[config.mk]
export PLATFORM = sky130hd
export DESIGN_NAME = weight_shift_array
export DESIGN_NICKNAME = d
export VERILOG_FILES = /design/src/rtl/weight_shift_array_pkg.sv /design/src/rtl/weight_shift_array_wrap_counter.sv /design/src/rtl/weight_shift_array.sv
export SDC_FILE = /design/constraint.sdc
export NUM_CORES = 2
export LEC_CHECK = 0
export ABC_AREA = 1
export ABC_CLOCK_PERIOD_IN_PS = 4540
export CAP_MARGIN = 20
export CORE_MARGIN = 2
export CORE_UTILIZATION = 25
export DETAILED_ROUTE_END_ITERATION = 10
export DONT_BUFFER_PORTS = 1
export GPL_TIMING_DRIVEN = 0
export RECOVER_POWER = 100
export REMOVE_ABC_BUFFERS = 1
export SYNTH_ARGS = -nofsm -noshare
export SYNTH_HDL_FRONTEND = slang
export SYNTH_SLANG_ARGS = --single-unit
[constraint.sdc]
create_clock -name clk -period 4.54 [get_ports clk]
set_clock_uncertainty 0.1 [all_clocks]
set_input_delay 0.908 -clock clk [delete_from_list [all_inputs] [get_ports clk]]
set_output_delay 0.908 -clock clk [all_outputs]
set_load 0.02 [all_outputs]
[src/rtl/weight_shift_array_pkg.sv]
// Shared types and default sizing for the weight shift array.
// The FSM state type and the default parameter values live here.
package weight_shift_array_pkg;

  typedef enum logic [1:0] {
    ST_IDLE = 2'd0,
    ST_LOAD = 2'd1,
    ST_RUN  = 2'd2,
    ST_DONE = 2'd3
  } state_t;

  localparam int DEF_CH = 16;
  localparam int DEF_DW = 8;
  localparam int DEF_K  = 3;
  localparam int DEF_OW = 19;
  localparam int DEF_AW = 4;

endpackage

[src/rtl/weight_shift_array_wrap_counter.sv]
// Modulo-(MAX+1) counter with a combinational wrap flag.
// Wrap flags are chained between counters to form a mixed-radix counter.
module wrap_counter
  import weight_shift_array_pkg::*;
#(
  parameter int MAX = 2,
  parameter int W   = (MAX > 0) ? $clog2(MAX + 1) : 1
) (
  input  logic         clk,
  input  logic         xrst,
  input  logic         en,
  output logic [W-1:0] q,
  output logic         wrap
);

  logic [W-1:0] q_q;
  logic [W-1:0] q_d;

  always_comb begin
    wrap = en && (q_q == W'(MAX));
    q_d  = q_q;
    if (wrap) begin
      q_d = '0;
    end else if (en) begin
      q_d = q_q + W'(1);
    end
  end

  always_ff @(posedge clk or negedge xrst) begin
    if (!xrst) begin
      q_q <= '0;
    end else begin
      q_q <= q_d;
    end
  end

  assign q = q_q;

endmodule

[src/rtl/weight_shift_array.sv]
// Loads a KxK grid of per-channel weights from memory, then rotates it one
// kernel position per step while sweeping kernel and output-map counters.
module weight_shift_array
  import weight_shift_array_pkg::*;
#(
  parameter int CH = DEF_CH,
  parameter int DW = DEF_DW,
  parameter int K  = DEF_K,
  parameter int OW = DEF_OW,
  parameter int AW = DEF_AW
) (
  input  logic                    clk,
  input  logic                    xrst,
  input  logic                    start,
  input  logic                    step,
  output logic                    ren,
  output logic [AW-1:0]           raddr,
  input  logic [CH*DW-1:0]        rdata,
  output logic [K*K*CH*DW-1:0]    w_out,
  output logic [$clog2(K)-1:0]    x,
  output logic [$clog2(K)-1:0]    y,
  output logic [$clog2(OW)-1:0]   X,
  output logic [$clog2(OW)-1:0]   Y,
  output logic                    busy,
  output logic                    finish
);

  localparam int NS  = K * K;
  localparam int SW  = CH * DW;
  localparam int LCW = $clog2(NS + 1);

  state_t          state_q, state_d;
  logic [LCW-1:0]  load_cnt_q, load_cnt_d;
  logic            ren_q, ren_d;
  logic [AW-1:0]   raddr_q, raddr_d;
  logic            prev_ren_q;
  logic [AW-1:0]   prev_raddr_q;
  logic            busy_q, busy_d;
  logic            finish_q, finish_d;

  logic [SW-1:0]   slot_q [NS];
  logic [SW-1:0]   slot_d [NS];
  logic [SW-1:0]   rot_h  [NS];
  logic [SW-1:0]   rot_hv [NS];

  logic            run_step;
  logic            kx_wrap, ky_wrap, ox_wrap, oy_wrap;

  assign run_step = (state_q == ST_RUN) && step;

  // Counters are always zero in IDLE (after reset, or after the final step
  // wraps them all), so entering LOAD needs no separate clear.
  wrap_counter #(.MAX(K - 1)) u_kx (
    .clk  (clk),
    .xrst (xrst),
    .en   (run_step),
    .q    (x),
    .wrap (kx_wrap)
  );

  wrap_counter #(.MAX(K - 1)) u_ky (
    .clk  (clk),
    .xrst (xrst),
    .en   (kx_wrap),
    .q    (y),
    .wrap (ky_wrap)
  );

  wrap_counter #(.MAX(OW - 1)) u_ox (
    .clk  (clk),
    .xrst (xrst),
    .en   (ky_wrap),
    .q    (X),
    .wrap (ox_wrap)
  );

  wrap_counter #(.MAX(OW - 1)) u_oy (
    .clk  (clk),
    .xrst (xrst),
    .en   (ox_wrap),
    .q    (Y),
    .wrap (oy_wrap)
  );

  always_comb begin
    state_d    = state_q;
    load_cnt_d = load_cnt_q;
    ren_d      = 1'b0;
    raddr_d    = '0;
    case (state_q)
      ST_IDLE: begin
        if (start) begin
          state_d    = ST_LOAD;
          load_cnt_d = '0;
          ren_d      = 1'b1;
          raddr_d    = '0;
        end
      end
      ST_LOAD: begin
        load_cnt_d = load_cnt_q + LCW'(1);
        // One extra cycle after the last read so its data can land.
        if (load_cnt_q == LCW'(NS)) begin
          state_d = ST_RUN;
        end else if (load_cnt_q < LCW'(NS - 1)) begin
          ren_d   = 1'b1;
          raddr_d = AW'(load_cnt_q + LCW'(1));
        end
      end
      ST_RUN: begin
        if (oy_wrap) begin
          state_d = ST_DONE;
        end
      end
      ST_DONE: begin
        state_d = ST_IDLE;
      end
      default: begin
        state_d = ST_IDLE;
      end
    endcase
    busy_d   = (state_d == ST_LOAD) || (state_d == ST_RUN);
    finish_d = (state_d == ST_DONE);
  end

  // Precomputed rotations: horizontal only, and horizontal plus vertical.
  genvar gi, gj;
  generate
    for (gi = 0; gi < K; gi++) begin : g_row
      for (gj = 0; gj < K; gj++) begin : g_col
        assign rot_h[gi*K + gj]  = slot_q[gi*K + ((gj + 1) % K)];
        assign rot_hv[gi*K + gj] = slot_q[((gi + 1) % K)*K + ((gj + 1) % K)];
      end
    end
  endgenerate

  always_comb begin
    for (int s = 0; s < NS; s++) begin
      slot_d[s] = slot_q[s];
    end
    if (run_step) begin
      for (int s = 0; s < NS; s++) begin
        slot_d[s] = kx_wrap ? rot_hv[s] : rot_h[s];
      end
    end else if ((state_q == ST_LOAD) && prev_ren_q) begin
      for (int s = 0; s < NS; s++) begin
        if (prev_raddr_q == AW'(s)) begin
          slot_d[s] = rdata;
        end
      end
    end
  end

  always_ff @(posedge clk or negedge xrst) begin
    if (!xrst) begin
      state_q      <= ST_IDLE;
      load_cnt_q   <= '0;
      ren_q        <= 1'b0;
      raddr_q      <= '0;
      prev_ren_q   <= 1'b0;
      prev_raddr_q <= '0;
      busy_q       <= 1'b0;
      finish_q     <= 1'b0;
      for (int s = 0; s < NS; s++) begin
        slot_q[s] <= '0;
      end
    end else begin
      state_q      <= state_d;
      load_cnt_q   <= load_cnt_d;
      ren_q        <= ren_d;
      raddr_q      <= raddr_d;
      prev_ren_q   <= ren_q;
      prev_raddr_q <= raddr_q;
      busy_q       <= busy_d;
      finish_q     <= finish_d;
      for (int s = 0; s < NS; s++) begin
        slot_q[s] <= slot_d[s];
      end
    end
  end

  generate
    for (gi = 0; gi < NS; gi++) begin : g_wout
      assign w_out[gi*SW +: SW] = slot_q[gi];
    end
  endgenerate

  assign ren    = ren_q;
  assign raddr  = raddr_q;
  assign busy   = busy_q;
  assign finish = finish_q;

endmodule
# Yosys cells after proc, flatten, opt, wreduce, memory -nomap -nowiden
# Index checks and enable logic that the tools add are counted.
# word_totals
reg_bits	1184
output_inout_bits	1173
elab_cells	122
# op_classes
n_addsub	5
order_cmp	1
eq_ne	20
n_mux	41
n_reduce_logical	34
# op_table
op	n
$mux 1152	2
$mux 128	18
$reduce_bool 2->1	15
$mux 5	4
$reduce_and 2->1	10
$eq 4x3->1 const B	4
$mux 4	4
$mux 2	7
$eq 2x2->1 const B	6
$add 5x1->5 const B	2
$eq 5x5->1 const B	2
$eq 4x2->1 const B	2
$eq 4x4->1 const B	2
$pmux 2 s4	1
$pmux 4 s2	1
$logic_and 1x1->1	6
$add 2x1->2 const B	2
$add 4x1->4 const B	1
$eq 2x1->1 const B	2
$eq 4x1->1 const B	1
$logic_not 4->1	1
$lt 4x4->1 const B	1
$mux 1	3
$logic_not 2->1	1
3 further kinds	3

# Logic depth before layout (Yosys ltp)
# depth
depth_word	10
mapped_depth	11
ltp_nobuf	8

# By module
# From an unflattened synthesis, not the netlist that was laid out.
# hier_totals
cells_unflattened	11460
hier_area_um2	70624.0
# by_module_without_submodules
module	instances	cells_per_inst	area_per_inst_um2
weight_shift_array	1	11358	69865.8
wrap_counter at u_ox ...	2	38	286.5
wrap_counter at u_kx ...	2	13	92.6

# Worst setup path before layout
# OpenSTA, ideal clock, no wires.
# synth_path
path_kind	in2reg
startpoint	input port step
endpoint	register busy_q, in the netlist busy
setup_time_ps	126
arrival_ps	1981
setup_slack_ps	2334
cell_stages	6
path_buffers	1
cell_sequence	nand3_2 -> buf_2 -> nor2_1 -> nand3_1 -> o21bai_1 -> ha_1
# synth_via
elab_chain_cells	9
elab_cells_between_ends	10
# synth_lines
item	line_no	rtl
start: declaration	weight_shift_array.sv:15	input logic step,
$logic_and 1x1->1 (*)	weight_shift_array.sv:49	assign run_step = (state_q == ST_RUN) && step;
$logic_and 1x1->1 (*) (4 in series)	weight_shift_array_wrap_counter.sv:20	wrap = en && (q_q == W'(MAX));
$mux 2 (*)	weight_shift_array.sv:110	if (oy_wrap) begin
$pmux 2 s4 (*)	weight_shift_array.sv:90	case (state_q)
$eq 2x1->1 / $eq 2x2->1 (equally long branches)	weight_shift_array.sv:121	busy_d = (state_d == ST_LOAD) || (state_d == ST_RUN);
$logic_or 1x1->1 (*)	weight_shift_array.sv:121	
net busy_d	weight_shift_array.sv:38	logic busy_q, busy_d;
end signal: assignment	weight_shift_array.sv:173	busy_q <= busy_d;
end: declaration	weight_shift_array.sv:38	
# Mark *: on every way through the listed nets, which the timed path passes. The rest lies on a longest branch.
# A chain may end at the register's enable or synchronous reset.

# Final worst setup path
# layout_path
startpoint	register state_q[1]
endpoint	register slot_q (netlist bit w_out[602])
# layout_via
elab_chain_cells	5
elab_cells_between_ends	10
# layout_lines
item	line_no	rtl
start: declaration	weight_shift_array.sv:32	state_t state_q, state_d;
start signal: assignment	weight_shift_array.sv:167	state_q <= state_d;
$eq 2x2->1	weight_shift_array.sv:49	
$logic_and 1x1->1	weight_shift_array.sv:49	
$logic_and 1x1->1	weight_shift_array_wrap_counter.sv:20	
$mux 128	weight_shift_array.sv:142	slot_d[s] = kx_wrap ? rot_hv[s] : rot_h[s];
$mux 1152	weight_shift_array.sv:140	if (run_step) begin
end signal: indexed assignment	weight_shift_array.sv:176	slot_q[s] <= slot_d[s];
end: declaration	weight_shift_array.sv:41	logic [SW-1:0] slot_q [NS];
# Parallel ways exist; a longest one is shown, timed or not.

==> flow_summary.ini <==
[run_status]
status = finished, violations left
violations = capacitance limit, slew limit

[grt]
grt_max_degree = 235
groute.usage.overall = 0.248
grt_pass1_wl_um = 502000
overflow = 0
grt_pass1_vias = 63900
antenna_found_initial = 37

[cts]
clock_sinks = 1184
clock_path_buffers = 4
root_buffer = clkbuf_16
clk_pin_slew_ns = 0.06
clk_latency_ns = 0.82
htreeDepth = 4
tritoncts = yes
numCtsBuffers = 151

[sta]
clock.fmax_mhz = 228
finalCritPeriodShare = 0.967
finalSetupViolations = 0
hold_viol_final = 0
tightest_slew_ns = 2.62
worst_slack_ns = 0.151
drv_slew = 334
rsz0062_at_grt = false
slew_headroom = -0.748
tns_ns = 0
finalCriticalPeriod_ns = 4.39

[pwr]
combPwrFrac = 0.258
finalPower_w = 0.0500
power.density_nw_per_um2 = 643
p_leak_nw = 41.5
p_int_w = 0.0254
pwr-share-clk = 0.243
power_frac_seq = 0.499
ir_drop_v = 0.000428
p_sw_frac = 0.493
switchingPower_w = 0.0246

[finish]
multiInputGateArea_um2 = 31700
nFillCells = 29700
post-route-util = 0.287
drive_above_1_share = 0.0417
finalNonFillerCells = 13500
nets = 9948
area_delta_synth_final_pct = 13.9
ff_latch_area_um2 = 29600

[yosys]
syn-cell-area_um2 = 68200
synthCells = 10200
synth_compound_area_frac = 0.0703
synth_top_family_by_area = simple AND/OR/NAND/NOR gates
synthXorXnorAreaFrac = 0.000513
syn_avg_cell_area_um2 = 6.68
synth_cell_types = 27
yosysWarningCount = 0
ys_ff_latch = 1184
synth_top_area_cell = dfrtp_1
synth_most_common_cell = nand2_1
yosys.area_share.simple = 0.391
synth-seq-area-share = 0.434
yosys-top-cells-count = 4380 x nand2_1, 1896 x nand3_1, 1184 x dfrtp_1
synthFlopType = dfrtp_1
synth_mux_area_frac = 0
yosys-top-cells-area = dfrtp_1 43%, nand2_1 24%, nand3_1 14%, inv_1 5.5%, o21ai_0 2.6%
synth_top_area_share = 0.434
synth_edf_count = 0
synthAdderAreaFrac = 0.00147
async_reset_ff_frac = 1.00

[floorplanning]
coreArea_um2 = 271000
num_io_pins = 1305
fp-row-count = 191
start_util = 0.252
die_h_um = 526
die_w_um = 526
dieArea_um2 = 277000

[worst_setup_path]
crit_family = buffers and inverters
timing.rr.start = state_q[1]$_DFF_PN0_
r2r_cells = 8
worstPathArrival_ns = 4.94
cp.buffers_inverters = 3
crit_top_cell = nand3_1
slowest_delay_ns = 1.44
worst_ep_required_time_ns = 5.09
crit_path_max_fanout = 54
start_kind = register
endpoint_kind = register
slowest_stage = clkbuf_2
worst_r2r_endpoint = w_out[602]$_DFFE_PN0P_
crit_type = reg2reg
path_cells = inv_1 > nand2_1 > nor2_2 > buf_8 > nand2_4 > clkbuf_2 > nand3_1 > nand3_1
r2r_slack_ns = 0.15

[drt]
ant_nets = 0
totalWireLength_um = 358000
drt-vias-per-instance = 5.23
dr.pass1.iters = 6
drtIter0Drc = 7799
drcViolationCount = 0
route.vias.total = 70600
wl_per_cell_um = 26.5

[placement]
pre_cts_ws_ns = -0.00517
dp_cells = 13200
gp_congestion = 0.925
dpl.hpwl_um = 246000
numPortBuffers = 0

[worst_hold_path]
worstHoldPathCells = 2
hp-class = in2reg
hold_end = w_out[853]$_DFFE_PN0P_
min-delay-start = rdata[85]

[run]
drv_cap = 6
## stage by stage
step	cell area (µm²)	hold slack (ns)
after CTS	78200	0.0361
after floorplan	65000	0.377
after global placement	69500	0.427
after detailed placement	73300	0.430
after global routing	77700	0.0838
final	77700	0.128
## cells by family after synthesis
kind of cell / count (synthesis)
compound gates: 849
xor+xnor: 4
fa+ha+maj: 8
buf+inv: 1727
flops: 1184
simple gates: 6449
## layer usage
layer | up-vias | part of all wire | track usage
met3 | 983 | 0.14 | 0.113
met5 | - | 0.00011 | 0
met1 | 34000 | 0.37 | 0.296
met2 | 4028 | 0.42 | 0.362
met4 | 6 | 0.074 | 0.153
li1 | 31600 | - | -
## worst register-to-register path, cell delays in order, from the launching register on
cell and delay [ns]:
dfrtp_1 0.43, inv_1 0.12, nand2_1 0.19, nor2_2 0.56, buf_8 0.22, nand2_4 0.42
clkbuf_2 1.45, nand3_1 0.61, nand3_1 0.11
## power by group through the flow
stage	logic, W	registers (W)	clock network [W]
6_report	0.0129	0.0250	0.0122
5_1_grt	0.0149	0.0252	0.0127
4_1_cts	0.0129	0.0247	0.0123
3_5_place_dp	0.0128	0.0249	0
3_3_place_gp	0.00875	0.0178	0
2_1_floorplan	0.00808	0.0165	0
## cell type report
cell class,count,area share
inverter,1005,0.0490
tap,3570,0.0575
sequential,1184,0.381
clock buffer,210,0.0547
antenna,26,0.000837
clock inverter,49,0.00694
timing repair buffer,155,0.0421
multi-input combinational,7311,0.408
## flip-flops by register name, summed over array words and instances, names as in the netlist
register      flops
finish            1
ren               1
u_kx.q            2
u_ky.q            2
u_oy.q            5
prev_raddr_q      4
state_q           2
raddr             4
prev_ren_q        1
w_out          1152
busy              1
load_cnt_q        4
u_ox.q            5
## what timing repair did
action                                  4_1_cts  5_1_grt
buffers inserted                              1        0
endpoints found under the setup margin       14      188
gates cloned                                  1        2
gates resized for setup                       0        1
hold buffers                                  2        0
pin swaps                                     1        1
hold endpoints to repair                    143        0
## worst max-delay path by stage
stage	startpoint	endpoint	slack, ns	cells after the start
6_report	state_q[1]$_DFF_PN0_	w_out[602]$_DFFE_PN0P_	0.15	8
5_1_grt	state_q[1]$_DFF_PN0_	w_out[339]$_DFFE_PN0P_	0.004	10
4_1_cts	xrst	w_out[296]$_DFFE_PN0P_	0.04	5
3_5_place_dp	u_kx.q[1]$_DFFE_PN0P_	w_out[825]$_DFFE_PN0P_	-0.005	18
3_3_place_gp	state_q[1]$_DFF_PN0_	w_out[12]$_DFFE_PN0P_	-110.17	6
2_1_floorplan	state_q[1]$_DFF_PN0_	w_out[11]$_DFFE_PN0P_	-37.27	6
## cells in the final DEF, fill, tap and decap left out, types with 3 or more instances in the layout
master,n
nand2_1,4371
nand3_1,1897
dfrtp_1,1183
inv_1,993
o21ai_0,355
a21oi_1,275
o211ai_1,215
clkbuf_16,153
nor2_1,146
buf_16,68
buf_12,57
clkbuf_1,36
clkinv_2,28
diode_2,26
clkbuf_8,21
inv_6,8
ha_1,8
bufinv_16,8
clkbuf_2,8
nand2_2,7
nor2_4,7
nand2_4,7
nand4_1,7
buf_6,7
clkbuf_4,6
buf_8,4
nor3_1,3
clkinvlp_4,3
xor2_1,3
Note: power is estimated with default switching activity, not from simulation.
